### config.mk
export PLATFORM = sky130hd
export DESIGN_NAME = multicycle_ctrl
export DESIGN_NICKNAME = d
export VERILOG_FILES = /design/src/rtl/multicycle_ctrl.sv
export SDC_FILE = /design/constraint.sdc
export NUM_CORES = 1
export LEC_CHECK = 0
export ABC_AREA = 1
export BUFFER_PORTS_ARGS = -buffer_cell sky130_fd_sc_hd__buf_2
export CAP_MARGIN = 20
export CORE_ASPECT_RATIO = 1.4
export CORE_MARGIN = 3
export CORE_UTILIZATION = 30
export DETAILED_ROUTE_END_ITERATION = 8
export PLACE_DENSITY = 0.63
export SYNTH_ARGS = -nofsm -noshare
export SYNTH_HDL_FRONTEND = slang
export SYNTH_SLANG_ARGS = --single-unit
### constraint.sdc
create_clock -name clk -period 2.3 [get_ports clk]
set_input_delay 0.46 -clock clk [delete_from_list [all_inputs] [get_ports clk]]
set_output_delay 0.46 -clock clk [all_outputs]
set_load 0.03 [all_outputs]
### src/rtl/multicycle_ctrl.sv
// Multi-cycle RV32I control FSM: sequences FETCH/DECODE/EXEC/MEM/WB, drives
// datapath selects and the shared memory handshake, counts retirements and
// traps on unsupported opcodes.
module multicycle_ctrl (
  input  logic        clk,
  input  logic        reset,
  input  logic [31:0] inst_code,
  input  logic        mem_ready,
  input  logic        br_taken,
  output logic        mem_req,
  output logic        mem_we,
  output logic        mem_is_fetch,
  output logic        ir_we,
  output logic        pc_we,
  output logic [1:0]  pc_sel,
  output logic        reg_we,
  output logic [1:0]  wb_sel,
  output logic        alu_a_sel,
  output logic        alu_b_sel,
  output logic [2:0]  imm_type,
  output logic [2:0]  state_o,
  output logic        illegal,
  output logic [31:0] instret
);

  localparam int unsigned CNT_W = 32;

  typedef enum logic [2:0] {
    S_FETCH  = 3'd0,
    S_DECODE = 3'd1,
    S_EXEC   = 3'd2,
    S_MEM    = 3'd3,
    S_WB     = 3'd4,
    S_TRAP   = 3'd7
  } state_t;

  typedef enum logic [3:0] {
    C_R, C_IALU, C_LOAD, C_STORE, C_BRANCH,
    C_JAL, C_JALR, C_LUI, C_AUIPC, C_BAD
  } op_class_t;

  localparam logic [6:0] OP_R      = 7'b0110011;
  localparam logic [6:0] OP_IALU   = 7'b0010011;
  localparam logic [6:0] OP_LOAD   = 7'b0000011;
  localparam logic [6:0] OP_STORE  = 7'b0100011;
  localparam logic [6:0] OP_BRANCH = 7'b1100011;
  localparam logic [6:0] OP_JAL    = 7'b1101111;
  localparam logic [6:0] OP_JALR   = 7'b1100111;
  localparam logic [6:0] OP_LUI    = 7'b0110111;
  localparam logic [6:0] OP_AUIPC  = 7'b0010111;

  localparam logic [2:0] IMM_I     = 3'd0;
  localparam logic [2:0] IMM_S     = 3'd1;
  localparam logic [2:0] IMM_B     = 3'd2;
  localparam logic [2:0] IMM_U     = 3'd3;
  localparam logic [2:0] IMM_J     = 3'd4;
  localparam logic [2:0] IMM_SHAMT = 3'd5;
  localparam logic [2:0] IMM_NONE  = 3'd7;

  localparam logic [1:0] PC_PLUS4 = 2'd0;
  localparam logic [1:0] PC_IMM   = 2'd1;
  localparam logic [1:0] PC_ALU   = 2'd2;

  localparam logic [1:0] WB_ALU  = 2'd0;
  localparam logic [1:0] WB_MEM  = 2'd1;
  localparam logic [1:0] WB_PC4  = 2'd2;
  localparam logic [1:0] WB_IMM  = 2'd3;

  state_t            state_q;
  state_t            state_n;
  op_class_t         op_class;
  logic [2:0]        imm_sel;
  logic              illegal_q;
  logic [CNT_W-1:0]  instret_q;

  logic [6:0] opcode;
  logic [2:0] funct3;
  logic       unused_inst_bits;

  assign opcode = inst_code[6:0];
  assign funct3 = inst_code[14:12];
  assign unused_inst_bits = ^{inst_code[31:15], inst_code[11:7]};

  // Classify the opcode held in the instruction register.
  always_comb begin
    op_class = C_BAD;
    case (opcode)
      OP_R:      op_class = C_R;
      OP_IALU:   op_class = C_IALU;
      OP_LOAD:   op_class = C_LOAD;
      OP_STORE:  op_class = C_STORE;
      OP_BRANCH: op_class = C_BRANCH;
      OP_JAL:    op_class = C_JAL;
      OP_JALR:   op_class = C_JALR;
      OP_LUI:    op_class = C_LUI;
      OP_AUIPC:  op_class = C_AUIPC;
      default:   op_class = C_BAD;
    endcase
  end

  // Immediate format for the decoded instruction (shifts use the shamt form).
  always_comb begin
    imm_sel = IMM_NONE;
    case (op_class)
      C_LOAD, C_JALR: imm_sel = IMM_I;
      C_IALU:         imm_sel = (funct3 == 3'b001 || funct3 == 3'b101) ? IMM_SHAMT : IMM_I;
      C_STORE:        imm_sel = IMM_S;
      C_BRANCH:       imm_sel = IMM_B;
      C_LUI, C_AUIPC: imm_sel = IMM_U;
      C_JAL:          imm_sel = IMM_J;
      default:        imm_sel = IMM_NONE;
    endcase
  end

  // State register plus sticky trap flag and retirement counter.
  always_ff @(posedge clk) begin
    if (reset) begin
      state_q   <= S_FETCH;
      illegal_q <= 1'b0;
      instret_q <= '0;
    end else begin
      state_q <= state_n;
      if (state_n == S_TRAP) begin
        illegal_q <= 1'b1;
      end
      if (pc_we) begin
        instret_q <= instret_q + CNT_W'(1);
      end
    end
  end

  // Next-state and combinational datapath controls.
  always_comb begin
    state_n      = state_q;
    mem_req      = 1'b0;
    mem_we       = 1'b0;
    mem_is_fetch = 1'b0;
    ir_we        = 1'b0;
    pc_we        = 1'b0;
    pc_sel       = PC_PLUS4;
    reg_we       = 1'b0;
    wb_sel       = WB_ALU;
    alu_a_sel    = 1'b0;
    alu_b_sel    = 1'b0;
    imm_type     = IMM_NONE;

    case (state_q)
      S_FETCH: begin
        mem_req      = 1'b1;
        mem_is_fetch = 1'b1;
        if (mem_ready) begin
          ir_we   = 1'b1;
          state_n = S_DECODE;
        end
      end

      S_DECODE: begin
        imm_type = imm_sel;
        state_n  = (op_class == C_BAD) ? S_TRAP : S_EXEC;
      end

      S_EXEC: begin
        imm_type = imm_sel;
        case (op_class)
          C_R: begin
            state_n = S_WB;
          end
          C_IALU: begin
            alu_b_sel = 1'b1;
            state_n   = S_WB;
          end
          C_LOAD, C_STORE: begin
            alu_b_sel = 1'b1;
            state_n   = S_MEM;
          end
          C_BRANCH: begin
            pc_we   = 1'b1;
            pc_sel  = br_taken ? PC_IMM : PC_PLUS4;
            state_n = S_FETCH;
          end
          C_AUIPC: begin
            alu_a_sel = 1'b1;
            alu_b_sel = 1'b1;
            state_n   = S_WB;
          end
          C_JAL, C_JALR, C_LUI: begin
            state_n = S_WB;
          end
          default: begin
            state_n = S_TRAP;
          end
        endcase
      end

      S_MEM: begin
        imm_type  = imm_sel;
        mem_req   = 1'b1;
        alu_b_sel = 1'b1;
        mem_we    = (op_class == C_STORE);
        if (mem_ready) begin
          case (op_class)
            C_LOAD:  state_n = S_WB;
            C_STORE: begin
              pc_we   = 1'b1;
              pc_sel  = PC_PLUS4;
              state_n = S_FETCH;
            end
            default: state_n = S_TRAP;
          endcase
        end
      end

      S_WB: begin
        imm_type = imm_sel;
        reg_we   = 1'b1;
        pc_we    = 1'b1;
        state_n  = S_FETCH;
        case (op_class)
          C_R: begin
            wb_sel = WB_ALU;
          end
          C_IALU: begin
            wb_sel    = WB_ALU;
            alu_b_sel = 1'b1;
          end
          C_AUIPC: begin
            wb_sel    = WB_ALU;
            alu_a_sel = 1'b1;
            alu_b_sel = 1'b1;
          end
          C_LOAD: begin
            wb_sel = WB_MEM;
          end
          C_LUI: begin
            wb_sel = WB_IMM;
          end
          C_JAL: begin
            wb_sel = WB_PC4;
            pc_sel = PC_IMM;
          end
          C_JALR: begin
            wb_sel    = WB_PC4;
            pc_sel    = PC_ALU;
            alu_b_sel = 1'b1;
          end
          default: begin
            wb_sel = WB_ALU;
          end
        endcase
      end

      S_TRAP: begin
        state_n = S_TRAP;
      end

      default: begin
        state_n = S_FETCH;
      end
    endcase

    // Nothing reaches the datapath or memory while reset is held.
    if (reset) begin
      mem_req      = 1'b0;
      mem_we       = 1'b0;
      mem_is_fetch = 1'b0;
      ir_we        = 1'b0;
      pc_we        = 1'b0;
      pc_sel       = PC_PLUS4;
      reg_we       = 1'b0;
      wb_sel       = WB_ALU;
      alu_a_sel    = 1'b0;
      alu_b_sel    = 1'b0;
      imm_type     = IMM_NONE;
    end
  end

  assign state_o = state_q;
  assign illegal = illegal_q;
  assign instret = instret_q;

endmodule
Word level (Yosys, flattened, before mapping)
Index checks and enable logic that the tools add are counted.
{"block": "word_totals", "ff_bits": 36, "input_bits": 36, "out_inout_bits": 51}
{"block": "op_classes", "n_reduce_logical": 13, "eq_ne": 26, "mux": 42, "add_sub_neg": 1}
{"operator": "$pmux W4 S9", "count": 1}
{"operator": "$add A32 B1 Y32 const B", "count": 1}
{"operator": "$mux W1", "count": 23}
{"operator": "$eq A7 B6 Y1 const B", "count": 3}
{"operator": "$eq A7 B7 Y1 const B", "count": 3}
{"operator": "$mux W3", "count": 6}
{"operator": "$pmux W3 S6", "count": 1}
{"operator": "$eq A4 B3 Y1 const B", "count": 4}
{"operator": "$pmux W3 S5", "count": 1}
{"operator": "$eq A7 B5 Y1 const B", "count": 2}
{"operator": "$eq A3 B3 Y1 const B", "count": 4}
{"operator": "$reduce_or A2 Y1", "count": 6}
{"operator": "$pmux W3 S3", "count": 1}
{"operator": "$eq A4 B2 Y1 const B", "count": 2}
{"operator": "$eq A4 B4 Y1 const B", "count": 2}
{"operator": "$pmux W2 S2", "count": 2}
{"operator": "$reduce_or A4 Y1", "count": 2}
{"operator": "$eq A7 B2 Y1 const B", "count": 1}
{"operator": "$eq A3 B1 Y1 const B", "count": 2}
{"operator": "$eq A3 B2 Y1 const B", "count": 2}
{"operator": "$mux W2", "count": 3}
{"operator": "$pmux W1 S3", "count": 2}
{"operator": "$pmux W2 S3", "count": 1}
{"operator": "$pmux W3 S2", "count": 1}
{"operator": "6 further kinds", "count": 6}

Longest topological paths before layout
{"block": "depth", "depth_word": 7, "ltp_mapped": 13, "ltp_nobuf": 12}

Worst setup path after synthesis
No wires, ideal clock.
{"block": "synth_timing", "path_kind": "reg-to-output", "startpoint": "register state_q[2] (netlist: state_o[2])", "endpoint": "output wb_sel[0]", "arrival_time_ns": 1.878, "t_required_ns": 1.840, "setup_slack_ns": -0.038, "stages_incl_launch_ff": 5, "cell_sequence": "dfxtp_1 -> nand2_1 -> nor2_1 -> inv_1 -> a21oi_1"}
{"block": "synth_via", "elab_chain_len": 3}
{"element": "start, declared", "line_no": "69", "rtl": "state_t state_q;"}
{"element": "start signal, assigned", "line_no": "122", "rtl": "state_q <= state_n;"}
{"element": "$eq A3 B3 Y1", "line_no": "147", "rtl": "case (state_q)"}
{"element": "$mux W2", "line_no": "147"}
{"element": "$mux W2", "line_no": "262", "rtl": "if (reset) begin"}
{"element": "end, declared", "line_no": "17", "rtl": "output logic [1:0] wb_sel,"}
No other way between the ends.

Worst setup path after layout
{"block": "layout_timing", "startpoint": "register state_q[1] (netlist: state_o[1])", "endpoint": "output imm_type[2]"}
{"block": "layout_via", "elab_chain_len": 4}
{"element": "$eq A3 B3 Y1 (tied with other cells)", "line_no": "147"}
{"element": "$reduce_or A4 Y1 (no line) (*)"}
{"element": "$mux W3 (*)", "line_no": "147"}
{"element": "$mux W3 (*)", "line_no": "262"}
{"element": "end, declared", "line_no": "20", "rtl": "output logic [2:0] imm_type,"}
Every way passes the cells marked *; elsewhere a longest branch is shown, timed or not.

==> impl_metrics.py <==
metrics = {
    "placed_design": {
        "finalWeightedCongestion": 0.971,
        "hpwl_after_dpl_um": 6490,
        "port_buffers": 63,
    },
    "floorplan": {
        "design.die.area_mm2": 0.00988,
        "chip_width_um": 84.9,
        "core-area_mm2": 0.00830,
        "initial_core_util_pct": 31.5,
        "die_y_um": 116,
        "rows": 39,
        "ios": 87,
    },
    "setup_path": {
        "origin_of_the_critical_flop_to_flop_path": "instret[0]$_SDFFE_PP0P_",
        "worst_setup_path_end_kind": "output port",
        "worstSetupPathType": "register to output port",
        "critPathMaxFanout": 6,
        "r2r_setup_slack_ns": 0.38,
        "r2r.worst_path.cells": 10,
        "data_arrival_time_of_the_worst_path_ns": 1.70,
        "timing.critical_path.required_ns": 1.84,
        "critical_path.startpoint_type": "register",
        "crit-reg2reg-capture": "instret[28]$_SDFFE_PP0P_",
        "worstSetupStartpoint": "state_o[1]$_SDFF_PP0_",
    },
    "clocking": {
        "tritoncts_buffers": 5,
        "cts_hold_buffers": 0,
        "tritoncts_clock_tree": "done",
        "cts-root-buf": "sky130_fd_sc_hd__clkbuf_16",
        "clk_pin_slew_worst_paths_ns": 0.05,
        "ctsLongestPathBuffers": 2,
        "clock_insertion_delay_worst_skew_ns": 0.27,
        "post_cts_buffers": 0,
        "post_cts_resize_count": 0,
        "clock-sinks": 36,
        "htree_num_levels": 2,
    },
    "route": {
        "detailroute.via_count": 2996,
        "number_of_remaining_drc_errors": 0,
        "routed_wl_um": 8060,
        "viasPerCell": 4.90,
        "dr.first_iter.drc_count": 134,
        "postRouteAntennaNets": 0,
        "post_drt_wl_per_cell_um": 13.2,
        "detailedRoute.firstPassIterationCount": 4,
    },
    "sta": {
        "timing.clock.skew_ns": 0.00412,
        "time_the_worst_path_needs_with_i_o_delays_and_setup_ns": 2.16,
        "fin_setup_tns_ns": 0,
        "final_min_period_over_clock_period_pct": 93.8,
        "slew_headroom_pct": 72.9,
        "final-hold-violation-count": 0,
        "final_number_of_max_transition_violations": 0,
        "tightest_slew_ns": 0.404,
        "grt_setup_unrepaired": "false",
        "timing.final.setup_violations": 0,
        "fmax_ghz": 0.463,
    },
    "global_route": {
        "grt_pass1_vias": 2985,
        "grt_pass1_wl_um": 13500,
        "grt_antenna_before_repair": 0,
        "grt-ovfl-total": 0,
        "maximum_number_of_pins_on_one_net_before_global_route_repair": 27,
        "global_route.usage.total_pct": 16.7,
    },
    "worst_hold_path": {
        "hold_path.startpoint": "illegal$_SDFFE_PP0N_",
        "min-delay-path-class": "register to register",
        "hold_end": "illegal$_SDFFE_PP0N_",
        "holdPathStages": 2,
    },
    "cells_and_area": {
        "num_antenna_cells": 0,
        "fillCellCount": 922,
        "final_layout_size_suffix_gt1_share_pct": 20.6,
        "layout.nets": 545,
        "syn_to_final_growth_pct": 23.5,
    },
    "power_and_ir_drop": {
        "worst_ir_drop_vdd_mv": 0.362,
        "p_leak_nw": 1.44,
        "finalPower_mw": 2.11,
        "power.density_mw_per_mm2": 654,
    },
    "yosys": {
        "synth_async_sr_flop_share_pct": 0,
        "synth.distinct_cells": 36,
        "post_synth.cell_area_avg_um2": 5.96,
        "synth.yosys.warnings": 0,
        "synth_top_cell_by_area": "sky130_fd_sc_hd__dfxtp_1",
        "syn_inst": 438,
        "synth_edf_count": 0,
        "synth_top_area_share_pct": 27.6,
        "post_synth_main_area_contributors": "sky130_fd_sc_hd__dfxtp_1, sky130_fd_sc_hd__nand2_1, sky130_fd_sc_hd__nor2_1",
        "synth_seq_area_share_pct": 27.6,
        "synth.ff_latch_count": 36,
        "most_common_flop_cell_mapped_by_yosys": "sky130_fd_sc_hd__dfxtp_1",
        "synth_nets": 475,
        "mapped_cell_area_mm2": 0.00261,
    },
    "flow_run": {
        "drv_cap": 0,
    },
    "run_status": {
        "outcome": "finished, final reports clean",
    },
}
## layout make-up
type | instances | area, um2 | area share, %
Clock buffer | 8 | 146 | 4.54
Timing Repair Buffer | 72 | 383 | 11.9
Tap cell | 102 | 128 | 3.96
Sequential cell | 36 | 723 | 22.4
Inverter | 52 | 198 | 6.13
Multi-Input combinational cell | 341 | 1650 | 51.1
## stage by stage
step / util [%] / area [um2] / hold WS, ns / setup WS [ns] / cells
2_1_floorplan: - / 2610 / 0.581 / 0.135 / 438
3_3_place_gp: 37.0 / 3070 / 0.445 / 0.155 / 603
3_5_place_dp: 37.0 / 3070 / 0.441 / 0.127 / 603
4_1_cts: 38.7 / 3210 / 0.453 / 0.0831 / 611
5_1_grt: 38.9 / 3220 / 0.468 / 0.0236 / 611
6_report: 38.9 / 3220 / 0.448 / 0.142 / 611
## synth_stat cells (3+ instances only)
library cell	instances
sky130_fd_sc_hd__nand2_1	141
sky130_fd_sc_hd__nor2_1	58
sky130_fd_sc_hd__inv_1	48
sky130_fd_sc_hd__dfxtp_1	36
sky130_fd_sc_hd__a21oi_1	33
sky130_fd_sc_hd__nand3_1	21
sky130_fd_sc_hd__nor3_1	19
sky130_fd_sc_hd__xor2_1	14
sky130_fd_sc_hd__nand4_1	11
sky130_fd_sc_hd__o21ai_0	8
sky130_fd_sc_hd__nand3b_1	6
sky130_fd_sc_hd__nor2_2	5
sky130_fd_sc_hd__clkbuf_1	4
sky130_fd_sc_hd__buf_6	3
## layout by cell type, fill, tap and decap left out, types with 8 or more instances in the layout
master / instances
sky130_fd_sc_hd__buf_4: 9
sky130_fd_sc_hd__nand3_1: 20
sky130_fd_sc_hd__buf_2: 63
sky130_fd_sc_hd__o21ai_0: 8
sky130_fd_sc_hd__nand4_1: 11
sky130_fd_sc_hd__inv_1: 48
sky130_fd_sc_hd__nor3_1: 19
sky130_fd_sc_hd__xor2_1: 14
sky130_fd_sc_hd__nand2_1: 141
sky130_fd_sc_hd__a21oi_1: 33
sky130_fd_sc_hd__nor2_2: 8
sky130_fd_sc_hd__nor2_1: 55
sky130_fd_sc_hd__dfxtp_1: 34
## flip-flops by register name, indices dropped and copies added (netlist names)
name / flops
state_o: 3
illegal: 1
instret: 32
## how the worst max path moves through the flow
stage | cells after the start | slack (ns) | to
after floorplan | 4 | 0.13 | wb_sel[0]
after global placement | 10 | 0.16 | imm_type[2]
after detailed placement | 10 | 0.13 | imm_type[2]
after CTS | 7 | 0.08 | imm_type[2]
after global routing | 8 | 0.02 | imm_type[2]
final | 8 | 0.14 | imm_type[2]
## routing by layer
| metal | GRT usage [%] | up-vias | share of wire, % |
|---|---|---|---|
| met4 | 6.86 | 0 | 2.6 |
| met2 | 32.9 | 88 | 52 |
| met3 | 3.46 | 17 | 4.9 |
| met5 | 0 | - | 0 |
| met1 | 16.8 | 1356 | 40 |
| li1 | - | 1535 | - |
## kinds of logic (layout without fill, tap and decap cells)
family	count (synthesis)	in the layout	synth area share (%)
AOI/OAI and AO/OA	49	49	10.1
xor gates and xnor gates	16	16	5.37
adders and majority gates	1	1	0.479
buffers and inverters	61	132	9.82
DFF	36	36	27.6
and+or+nand+nor	275	275	46.7
## critical path, cell delays in order (launching register included)
cell and delay [ns]:
sky130_fd_sc_hd__dfxtp_1 0.32, sky130_fd_sc_hd__inv_1 0.09, sky130_fd_sc_hd__nor3_2 0.04, sky130_fd_sc_hd__buf_4 0.15, sky130_fd_sc_hd__or2_2 0.29, sky130_fd_sc_hd__nand2_1 0.08
sky130_fd_sc_hd__o211ai_1 0.14, sky130_fd_sc_hd__nand4_1 0.10, sky130_fd_sc_hd__buf_2 0.20
## power by group
part | total [mW] | internal [mW] | switching, mW
sequential | 0.725 | 0.674 | 0.0514
combinational | 0.707 | 0.210 | 0.497
clock | 0.677 | 0.432 | 0.245
total | 2.11 | 1.32 | 0.793
(Power assumes the default switching activity.)
